File: config.mk
export PLATFORM = sky130hd
export DESIGN_NAME = iscas_stim_misr
export DESIGN_NICKNAME = d
export VERILOG_FILES = /design/src/rtl/iscas_stim_misr.sv
export SDC_FILE = /design/constraint.sdc
export NUM_CORES = 1
export LEC_CHECK = 0
export ABC_AREA = 1
export CAP_MARGIN = 25
export CORE_UTILIZATION = 50
export DETAILED_ROUTE_END_ITERATION = 7
export HOLD_SLACK_MARGIN = 0.12
export PLACE_DENSITY = 0.68
export RECOVER_POWER = 100
export SETUP_SLACK_MARGIN = 0.05
export SYNTH_ARGS = -nofsm -noshare
export SYNTH_HDL_FRONTEND = slang
export SYNTH_SLANG_ARGS = --single-unit
File: constraint.sdc
create_clock -name clk -period 4.2 [get_ports clk]
set_clock_uncertainty 0.05 [all_clocks]
set_input_delay 1.05 -clock clk [delete_from_list [all_inputs] [get_ports clk]]
set_output_delay 1.05 -clock clk [all_outputs]
set_load 0.05 [all_outputs]
File: src/rtl/iscas_stim_misr.sv
// BIST wrapper for an ISCAS sequential circuit: LFSR stimulus, flush phase, MISR response compaction.
// Defining ISCAS_SIG_COMPARE_EN compiles in a registered golden-signature compare on pass.
module iscas_stim_misr #(
   parameter int unsigned FLUSH_CYCLES = 4,
   parameter int unsigned NUM_VECTORS  = 1024,
   parameter logic [15:0] SEED         = 16'hACE1,
   parameter logic [15:0] GOLDEN_SIG   = 16'h0000
) (
   input  logic        clk,
   input  logic        rst,
   input  logic        start,
   output logic [2:0]  stim,
   input  logic [5:0]  resp,
   output logic        busy,
   output logic        done,
   output logic [15:0] signature,
   output logic        pass
);

   // An all-zero seed would lock the LFSR, so it is replaced by 1.
   localparam logic [15:0] LfsrInit = (SEED == 16'h0000) ? 16'h0001 : SEED;
   localparam int unsigned FlushW = (FLUSH_CYCLES > 1) ? $clog2(FLUSH_CYCLES) : 1;
   localparam logic [FlushW-1:0] FlushLast =
      FlushW'((FLUSH_CYCLES > 0) ? (FLUSH_CYCLES - 1) : 0);
   localparam logic [15:0] VecLast = 16'(NUM_VECTORS - 1);

   typedef enum logic [1:0] {StIdle, StFlush, StRun, StDone} state_e;

   state_e            state_q, state_d;
   logic [15:0]       lfsr_q, lfsr_d;
   logic [15:0]       misr_q, misr_d;
   logic [FlushW-1:0] flush_cnt_q, flush_cnt_d;
   logic [15:0]       vec_cnt_q, vec_cnt_d;
   logic [15:0]       lfsr_next, misr_next;

   assign lfsr_next = {lfsr_q[14:0], lfsr_q[15] ^ lfsr_q[13] ^ lfsr_q[12] ^ lfsr_q[10]};
   assign misr_next = {misr_q[14:0], misr_q[15] ^ misr_q[13] ^ misr_q[12] ^ misr_q[10]}
                      ^ {10'b0, resp};

   always_comb begin
      state_d     = state_q;
      lfsr_d      = lfsr_q;
      misr_d      = misr_q;
      flush_cnt_d = flush_cnt_q;
      vec_cnt_d   = vec_cnt_q;
      stim        = 3'b000;
      busy        = 1'b0;
      done        = 1'b0;
      unique case (state_q)
         StIdle: begin
            if (start) begin
               state_d     = (FLUSH_CYCLES == 0) ? StRun : StFlush;
               lfsr_d      = LfsrInit;
               misr_d      = 16'h0000;
               flush_cnt_d = '0;
               vec_cnt_d   = 16'h0000;
            end
         end
         StFlush: begin
            // G0 held high clears the circuit's state flops.
            stim = 3'b001;
            busy = 1'b1;
            if (flush_cnt_q == FlushLast) begin
               state_d = StRun;
            end else begin
               flush_cnt_d = flush_cnt_q + FlushW'(1);
            end
         end
         StRun: begin
            stim   = lfsr_q[2:0];
            busy   = 1'b1;
            lfsr_d = lfsr_next;
            misr_d = misr_next;
            if (vec_cnt_q == VecLast) begin
               state_d = StDone;
            end else begin
               vec_cnt_d = vec_cnt_q + 16'h0001;
            end
         end
         StDone: begin
            done    = 1'b1;
            state_d = StIdle;
         end
         default: state_d = StIdle;
      endcase
   end

   always_ff @(posedge clk or posedge rst) begin
      if (rst) begin
         state_q     <= StIdle;
         lfsr_q      <= LfsrInit;
         misr_q      <= 16'h0000;
         flush_cnt_q <= '0;
         vec_cnt_q   <= 16'h0000;
      end else begin
         state_q     <= state_d;
         lfsr_q      <= lfsr_d;
         misr_q      <= misr_d;
         flush_cnt_q <= flush_cnt_d;
         vec_cnt_q   <= vec_cnt_d;
      end
   end

   assign signature = misr_q;

`ifdef ISCAS_SIG_COMPARE_EN
   logic pass_q, pass_d;

   always_comb begin
      pass_d = pass_q;
      if (state_q == StIdle && start) begin
         pass_d = 1'b0;
      end else if (state_q == StDone) begin
         pass_d = (misr_q == GOLDEN_SIG);
      end
   end

   always_ff @(posedge clk or posedge rst) begin
      if (rst) begin
         pass_q <= 1'b0;
      end else begin
         pass_q <= pass_d;
      end
   end

   assign pass = pass_q;
`else
   assign pass = 1'b0;
`endif

endmodule

# Word level (Yosys, flattened, before mapping)
# Cells that the tools add are included.
# classes
add_sub_neg,2
eq_ne,10
muxes,16
bitwise_logic,7
reduce_logical,8
# ops
cell,n
16-bit case mux with 2 select lines,3
16-bit two-way mux,3
"16-bit by 1-bit adder with 16-bit output, second input constant",1
"16-bit by 10-bit equality test with 1-bit output, second input constant",1
16-bit by 6-bit bitwise XOR with 16-bit output,1
2-bit two-way mux,5
"2-bit != test, second input constant",5
3-bit AND reduction,3
2-bit case mux with 4 select lines,1
"2-bit equality test, second input constant",3
3-bit case mux with 2 select lines,1
1-bit bitwise XOR,6
2-bit case mux with 2 select lines,1
2-bit nonzero test,2
"2-bit by 1-bit adder with 2-bit output, second input constant",1
"2-bit by 1-bit equality test with 1-bit output, second input constant",1
2-bit zero test,1
1-bit two-way mux,2
2-bit AND reduction,1
2-bit OR reduction,1
# totals
reg_bits,52
inputBits,9
output_inout_bits,22
wordCells,48

# Depth between registers and ports, before layout
# Gate-level depths: netlist (run 1).
# depth
word_depth,5
mapped_depth,12
depth_no_buf,10

# Least setup slack after synthesis (run 1)
# OpenSTA, ideal clock, no wires.
# synth_timing
path_kind,reg2out
from,register state_q[0]
to,output stim[0]
arrival_time_ns,2.226
required_time_ns,3.100
slack_ns,0.874
stages_incl_launch_ff,7
path_buffers,2
path_cell_list,dfrtp_1 inv_1 ha_1 buf_4 clkbuf_1 nand2_1 a21boi_0
# synth_via
elab_chain_cells,2
word_cells_on_any_way,3
classes_between,eq/ne: 2; mux: 1
# synth_lines
element,line,source
"start, declared",29,"state_e state_q, state_d;"
"start signal, assigned",90,state_q <= StIdle;
"start signal, assigned",96,state_q <= state_d;
2-bit equality test or 2-bit by 1-bit equality test with 1-bit output (tied branches),49,unique case (state_q)
3-bit case mux with 2 select lines (*),49,
"end, declared",12,"output logic [2:0] stim,"
# Mark *: on every way between the ends. The rest lies on a longest branch, timed or not.

# Final worst setup path (run 1)
# Same ends and word-level chain as after synthesis.

==> Implementation_results.wiki, run 1 <==
{| class="wikitable"
! Metric !! Value
|-
| Worst-path cell chain || inv_1 > ha_1 > buf_4 > nand2_1 > a21boi_0 > dlygate4sd3_1
|-
| Post-cts resize count || 0
|-
| Number of rows in the core area || 26
|-
| Power density relative to cell area || 618 nW/um^2
|-
| Via count of the first global-routing pass || 1,974
|-
| Max Fclk || 0.293 GHz
|-
| Sequential cell area || 1310 um^2
|-
| Global-route wire length before repair || 9350 um
|-
| IO Count || 31
|-
| Biggest area contributors in the synthesized netlist || sky130_fd_sc_hd__dfrtp_1, sky130_fd_sc_hd__nand2_1, sky130_fd_sc_hd__dfstp_2, sky130_fd_sc_hd__inv_1, sky130_fd_sc_hd__nand3_1
|-
| Data arrival time of the critical path || 2.32 ns
|-
| Met1 layer wirelength in the final routing || 2660 um
|-
| Slew of the pin with the lowest slew margin || 0.695 ns
|-
| Shortest clock period the worst path allows after layout || 3.42 ns
|-
| Detail Route Antenna Nets || 0
|-
| Post-CTS setup buffer count || 0
|-
| Synth area leader || sky130_fd_sc_hd__dfrtp_1
|-
| Slew Limit Fails || 0
|-
| Antenna diode count || 0
|-
| CTS HTree Levels || 2
|-
| Clock transition at the registers of the reported paths || 0.10 ns
|-
| Post-Syn Nets || 341
|-
| Worst path slowest cell || sky130_fd_sc_hd__dlygate4sd3_1
|-
| Max stage delay on crit path || 0.88 ns
|-
| CP endpoint kind || primary output
|-
| Number of distinct library cells after synthesis || 37
|-
| Vias after detailed routing || 2,074
|-
| Leak || 1.49 nW
|-
| Netlist area before placement || 2780 um^2
|-
| Clk buf depth || 2
|-
| Synth cell count leaders || sky130_fd_sc_hd__nand2_1, sky130_fd_sc_hd__dfrtp_1, sky130_fd_sc_hd__inv_1, sky130_fd_sc_hd__nor2_1, sky130_fd_sc_hd__nand3_1
|-
| Hold Slack || 0.444 ns
|-
| Worst hold stages || 2
|-
| Startpoint kind of the worst setup timing path || flip-flop
|-
| Setup repair after global routing missed its margin || no
|-
| Count of filler cells inserted in the layout || 482
|-
| Clock Sink Count || 52
|-
| Sequential power share || 37.0%
|-
| Avg Cell Area, Syn || 8.52 um^2
|-
| Final setup fails || 0
|-
| Remaining routing DRC violations || 0
|-
| Register bit total from synthesis || 52
|-
| Met3 Wirelength || 181 um
|-
| Final weighted congestion in routability-driven placement || 0.862
|-
| Area taken by multi-input logic gates || 1130 um^2
|-
| Internal Dissipation || 1.03 mW
|-
| Final count of hold timing violations || 0
|-
| Final HPWL DP || 3770 um
|-
| Sequential cell area fraction in the yosys report || 47.2%
|-
| Max cap viols || 0
|-
| Setup TNS || 0 ns
|-
| Post-route insts no fill || 421
|-
| Part of the cycle the worst path needs || 81.4%
|-
| Master cell of the clock root buffer || sky130_fd_sc_hd__clkbuf_8
|-
| Routed wl met2 || 2300 um
|-
| Pin count of the biggest net entering global routing || 38
|-
| Required time of the critical path || 3.10 ns
|-
| Worst hold path class || flip-flop to flip-flop
|-
| Total routing usage reported by global routing || 20.0%
|-
| CTS hold repair buffers || 0
|-
| Endpoint of the worst-slack reg-to-reg timing path || vec_cnt_q[12]
|-
| Top-area cell type share of the netlist area || 39.6%
|-
| Die footprint || 5860 um^2
|-
| FFs w/ async S/R, synth || 100%
|-
| Area growth syn-to-layout || 12.3%
|-
| Via count normalized by instance count || 4.93
|-
| Power share of the clock group || 14.8%
|-
| CP bufs+invs || 3
|-
| CP max FO || 16
|-
| CTS Buf Count || 5
|-
| Worst voltage drop across the vdd grid || 0.672 mV
|-
| Vert. Die Dim || 76.6 um
|-
| Register-to-register path setup slack || 1.40 ns
|-
| Warning count from the yosys run || 0
|-
| CTS tree || built
|-
| Number of antenna violations at the first check in global routing || 0
|-
| 1st-iter DRT viols || 117
|-
| Share of final-layout standard cells stronger than drive strength 1 || 9.12%
|-
| Routed wire length per instance || 12.4 um
|-
| Max-slew headroom at the worst pin || 53.6%
|-
| Most numerous cell in the Yosys netlist || sky130_fd_sc_hd__nand2_1
|-
| Clock latency reported for the late side of the worst-skew pair || 0.31 ns
|-
| Number of nets at the end of the flow || 365
|-
| Number of flops mapped to enable cells by yosys || 0
|-
| Most common flop cell mapped by yosys || sky130_fd_sc_hd__dfrtp_1
|-
| Core outline area || 5240 um^2
|-
| Buffers on Ports || 29
|-
| Worst R2R Path Depth || 9
|-
| Start-to-end type of the worst setup path || flip-flop to primary output
|-
| R2R Path Start || state_q[0]
|-
| Post-placement cell count || 413
|-
| X dimension of the die || 76.6 um
|-
| CP top delay family || buffers and inverters
|-
| Net switching share of the total power || 46.4%
|-
| Outcome || completed
|-
| Top layer reached by signal wires || met4
|-
| Combinational Power Share || 48.1%
|-
| HP Start || lfsr_q[5]
|-
| Switching power || 0.895 mW
|-
| Overflow left after global routing || 0
|-
| Number of detailed-routing iterations run before antenna repair || 4
|-
| Hold endpoint || lfsr_q[6]
|-
| Starting density of the core || 53.1%
|-
| Final wirelength || 5210 um
|-
| Cells after synthesis || 326
|}
layout make-up:
type                    instances  area share (%)
flip-flops and latches         52            42.0
multi-input cells             213            36.3
repair buffers                 31            10.2
inverters                      47            5.77
well taps                      70            2.81
clock buffers                   5            2.21
clock inverters                 3           0.682
power by group through the flow:
stage / clock, mW / sequential, mW / combinational [mW]
2_1_floorplan: 0 / 0.825 / 0.735
3_3_place_gp: 0 / 0.721 / 0.977
3_5_place_dp: 0 / 0.724 / 0.987
4_1_cts: 0.294 / 0.716 / 0.993
5_1_grt: 0.316 / 0.728 / 1.03
6_report: 0.286 / 0.714 / 0.928
layout by cell type (no fill, tap or decap), drive strengths merged, types with 2 or more instances in the layout:
| master | Yosys | final |
|---|---|---|
| a22oi | 6 | 6 |
| xor2 | 7 | 7 |
| buf | 13 | 2 |
| dfstp | 8 | 8 |
| o21ai | 24 | 24 |
| clkbuf | 1 | 5 |
| xnor2 | 9 | 9 |
| dlygate4sd3 | 0 | 23 |
| inv | 46 | 47 |
| clkinv | 1 | 2 |
| o21a | 2 | 2 |
| nand3 | 23 | 23 |
| nor2 | 25 | 25 |
| clkdlybuf4s50 | 0 | 6 |
| nand4 | 7 | 7 |
| a21oi | 2 | 2 |
| dfrtp | 44 | 44 |
| ha | 6 | 6 |
| o22ai | 14 | 14 |
| nand2 | 82 | 82 |
tightest hold or removal path: stages (launching register included):
cell and delay, ns:
sky130_fd_sc_hd__dfstp_2 0.37, sky130_fd_sc_hd__inv_1 0.06, sky130_fd_sc_hd__a22oi_1 0.06
per-layer routing:
metal | global-route usage [%] | vias up
met5 | 0 | -
met4 | 5.96 | 0
met3 | 3.83 | 7
met2 | 29.8 | 30
met1 | 29.4 | 948
li1 | - | 1089
logic make-up (layout without fill, tap and decap cells):
family                   Yosys count  count (layout)  share of synthesized area (%)
AND/OR/NAND/NOR                  140             140                           22.7
XOR/XNOR                          16              16                           5.04
AO/OA/AOI/OAI                     50              50                           11.4
adder cells (fa/ha/maj)            6               6                           2.70
flip-flops                        52              52                           47.2
buffers and inverters             61              86                           10.8
other                              1               1                          0.135
flip-flops by register name, summed over array words and instances, names as in the netlist:
name	count
flush_cnt_q	2
state_q	2
lfsr_q	16
signature	16
vec_cnt_q	16
through the flow:
step	cell area [um^2]	power, mW	worst slack (ns)	utilization, %
6_report	3120	1.93	0.783	59.6
5_1_grt	3120	2.08	0.590	59.6
4_1_cts	3150	2.00	0.822	60.2
3_5_place_dp	3060	1.71	1.07	58.5
3_3_place_gp	3040	1.70	1.07	58.1
2_1_floorplan	2780	1.56	0.874	-
worst max-delay path by stage:
stage,start,to,slack [ns],cells after the start
global placement,start,vec_cnt_q[0],1.07,6
detailed placement,start,vec_cnt_q[0],1.07,6
finish,state_q[0],stim[0],0.78,6
CTS,state_q[0],stim[0],0.82,6
global route,start,vec_cnt_q[5],0.59,7
floorplan,state_q[0],stim[0],0.87,6
No activity file was read; power rests on OpenSTA's default activity.
==> run 2, diff against run 1 <==
- PLACE_DENSITY: 0.68 -> 0.71
- clock period: 4.2 -> 3 ns (I/O delays scaled with it)
==> Implementation_results.wiki, run 2 (same netlist as run 1, synthesis figures left out) <==
{| class="wikitable"
! Metric !! Value
|-
| CTS hold repair buffers || 0 (unchanged)
|-
| Max cap viols || 0 (unchanged)
|-
| Cell area after placement || 3080 um^2 (was 3060 um^2)
|-
| Slew of the pin with the lowest slew margin || 1.24 ns (was 0.695 ns)
|-
| Share of final-layout standard cells stronger than drive strength 1 || 8.78% (was 9.12%)
|-
| Final count of hold timing violations || 0 (unchanged)
|-
| R2R Path Start || state_q[1] (was state_q[0])
|-
| Vert. Die Dim || 76.6 um (unchanged)
|-
| Start-to-end type of the worst setup path || flip-flop to primary output (unchanged)
|-
| Shortest clock period the worst path allows after layout || 2.80 ns
|-
| Worst hold path class || flip-flop to flip-flop (unchanged)
|-
| Post-cts resize count || 0 (unchanged)
|-
| Worst path slowest cell || sky130_fd_sc_hd__dlygate4sd3_1 (unchanged)
|-
| Worst-path cell chain || inv_1 > ha_1 > dlygate4sd3_1 (was inv_1 > ha_1 > buf_4 > nand2_1 > a21boi_0 > dlygate4sd3_1)
|-
| X dimension of the die || 76.6 um (unchanged)
|-
| CP endpoint kind || primary output (unchanged)
|-
| Max-slew headroom at the worst pin || 17.4% (was 53.6%)
|-
| Via count normalized by instance count || 5.04 (was 4.93)
|-
| Routed wire length per instance || 12.6 um (was 12.4 um)
|-
| Clock transition at the registers of the reported paths || 0.09 ns (was 0.10 ns)
|-
| Clock Sink Count || 52 (unchanged)
|-
| Outcome || completed (unchanged)
|-
| Register-to-register path setup slack || 0.64 ns (was 1.40 ns)
|-
| 1st-iter DRT viols || 150 (was 117)
|-
| IO Count || 31 (unchanged)
|-
| Final HPWL DP || 3680 um (was 3770 um)
|-
| Die footprint || 5860 um^2 (unchanged)
|-
| Starting density of the core || 53.1% (unchanged)
|-
| Final Cell Area || 3140 um^2 (was 3120 um^2)
|-
| Required time of the critical path || 2.20 ns (was 3.10 ns)
|-
| Buffers on Ports || 29 (unchanged)
|-
| Part of the cycle the worst path needs || 93.4%
|-
| Number of nets at the end of the flow || 367 (was 365)
|-
| Global-route wire length before repair || 9460 um (was 9350 um)
|-
| Overflow left after global routing || 0 (unchanged)
|-
| Sequential cell area || 1310 um^2 (unchanged)
|-
| CP max FO || 4 (was 16)
|-
| Slew Limit Fails || 0 (unchanged)
|-
| Final weighted congestion in routability-driven placement || 0.831 (was 0.862)
|-
| Setup TNS || 0 ns (unchanged)
|-
| Number of detailed-routing iterations run before antenna repair || 4 (unchanged)
|-
| Number of antenna violations at the first check in global routing || 0 (unchanged)
|-
| Max Fclk || 0.357 GHz
|-
| Antenna diode count || 0 (unchanged)
|-
| Clock latency reported for the late side of the worst-skew pair || 0.31 ns (about the same)
|-
| Data arrival time of the critical path || 2.00 ns (was 2.32 ns)
|-
| Final setup fails || 0 (unchanged)
|-
| Final Power || 2.85 mW (was 1.93 mW)
|-
| Via count of the first global-routing pass || 2,090 (was 1,974)
|-
| CTS HTree Levels || 2 (unchanged)
|-
| Number of rows in the core area || 26 (unchanged)
|-
| Final wirelength || 5320 um (was 5210 um)
|-
| CTS tree || built (unchanged)
|-
| Master cell of the clock root buffer || sky130_fd_sc_hd__clkbuf_8 (unchanged)
|-
| Worst R2R Path Depth || 9 (unchanged)
|-
| Most used cells in the layout excluding fill and tap cells || sky130_fd_sc_hd__nand2_1, sky130_fd_sc_hd__dfrtp_1, sky130_fd_sc_hd__inv_1, sky130_fd_sc_hd__o21ai_0, sky130_fd_sc_hd__nor2_1 (was sky130_fd_sc_hd__nand2_1, sky130_fd_sc_hd__dfrtp_1, sky130_fd_sc_hd__inv_1, sky130_fd_sc_hd__o21ai_0)
|-
| Count of filler cells inserted in the layout || 485 (was 482)
|-
| Area growth syn-to-layout || 13.0% (was 12.3%)
|-
| Worst voltage drop across the vdd grid || 0.753 mV (was 0.672 mV)
|-
| CTS Buf Count || 5 (unchanged)
|-
| Endpoint of the worst-slack reg-to-reg timing path || vec_cnt_q[6] (was vec_cnt_q[12])
|-
| Worst hold stages || 2 (unchanged)
|-
| Area taken by multi-input logic gates || 1140 um^2 (was 1130 um^2)
|-
| Max stage delay on crit path || 0.88 ns (about the same)
|-
| Total routing usage reported by global routing || 20.2% (was 20.0%)
|-
| Leak || 1.49 nW (about the same)
|-
| Startpoint kind of the worst setup timing path || flip-flop (unchanged)
|-
| Detail Route Antenna Nets || 0 (unchanged)
|-
| Remaining routing DRC violations || 0 (unchanged)
|-
| Startpoint of the worst setup timing path || state_q[1] (was state_q[0])
|-
| Power density relative to cell area || 909 nW/um^2 (was 618 nW/um^2)
|-
| Setup repair after global routing missed its margin || no (unchanged)
|-
| Clk buf depth || 2 (unchanged)
|-
| Core outline area || 5240 um^2 (unchanged)
|-
| Most common cell after layout, fill and taps aside || sky130_fd_sc_hd__nand2_1 (unchanged)
|-
| Pin count of the biggest net entering global routing || 53 (was 38)
|-
| Hold Slack || 0.443 ns (was 0.444 ns)
|-
| Vias after detailed routing || 2,134 (was 2,074)
|-
| Hold endpoint || lfsr_q[7] (was lfsr_q[6])
|-
| Post-CTS setup buffer count || 0 (unchanged)
|-
| HP Start || lfsr_q[6] (was lfsr_q[5])
|-
| Fraction of the core area covered by cells at the end of the flow || 59.9% (was 59.6%)
|}
==> run 2: cell types whose count changed in the layout (fill, tap and decap cells not counted), sizes merged <==
| cell | previous run | this run |
|---|---|---|
| clkinvlp | 1 | 0 |
| bufinv | 0 | 1 |
| clkbuf | 5 | 11 |
| inv | 47 | 46 |
| dlygate4sd3 | 23 | 20 |
==> run 2: how the worst max path moves through the flow <==
stage                                to  cells past startpoint
after floorplan                 stim[0]                      3
after global placement    vec_cnt_q[15]                      7
after detailed placement  vec_cnt_q[10]                      7
after CTS                          busy                      3
after global routing               busy                      3
final                              busy                      3
==> run 2: metrics by stage <==
step | std cells | setup WS (ns)
after floorplan | 326 | 0.339
final | 423 | 0.197
after detailed placement | 415 | 0.584
after global routing | 423 | 0.144
after CTS | 423 | 0.253
after global placement | 415 | 0.628
==> run 2: critical path, delay by kind of cell (launching register included) <==
family                     cells  cell delay (ns)
adders and majority gates      1             0.31
DFF                            1             0.42
buffers and inverters          2             0.97
==> run 2: area by class of cell <==
| cell class | instances | share of cell area (%) |
|---|---|---|
| clock buffer | 6 | 2.31 |
| clock inverter | 2 | 1.24 |
| inverter | 47 | 5.66 |
| multi-input combinational | 213 | 36.4 |
| sequential | 52 | 41.8 |
| tap | 70 | 2.79 |
| timing repair buffer | 33 | 9.80 |
==> run 2: power by group <==
part / total (mW) / internal (mW) / switching [mW]
Clock: 0.491 / 0.252 / 0.239
Sequential: 0.998 / 0.897 / 0.102
Combinational: 1.36 / 0.423 / 0.941
==> run 2: routing by layer <==
| metal | vias to the layer above | track usage [%] | part of all wire, % |
|---|---|---|---|
| li1 | 1085 | - | - |
| met5 | - | 0 | 0 |
| met1 | 1007 | 27.2 | 49 |
| met3 | 9 | 4.55 | 3.0 |
| met4 | 0 | 6.15 | 1.5 |
| met2 | 33 | 32.3 | 46 |
==> run 3, diff against run 2 <==
- SLEW_MARGIN: default -> 20
==> results of run 3 <==
Final layout, timing and power as in run 2 (identical DEF).
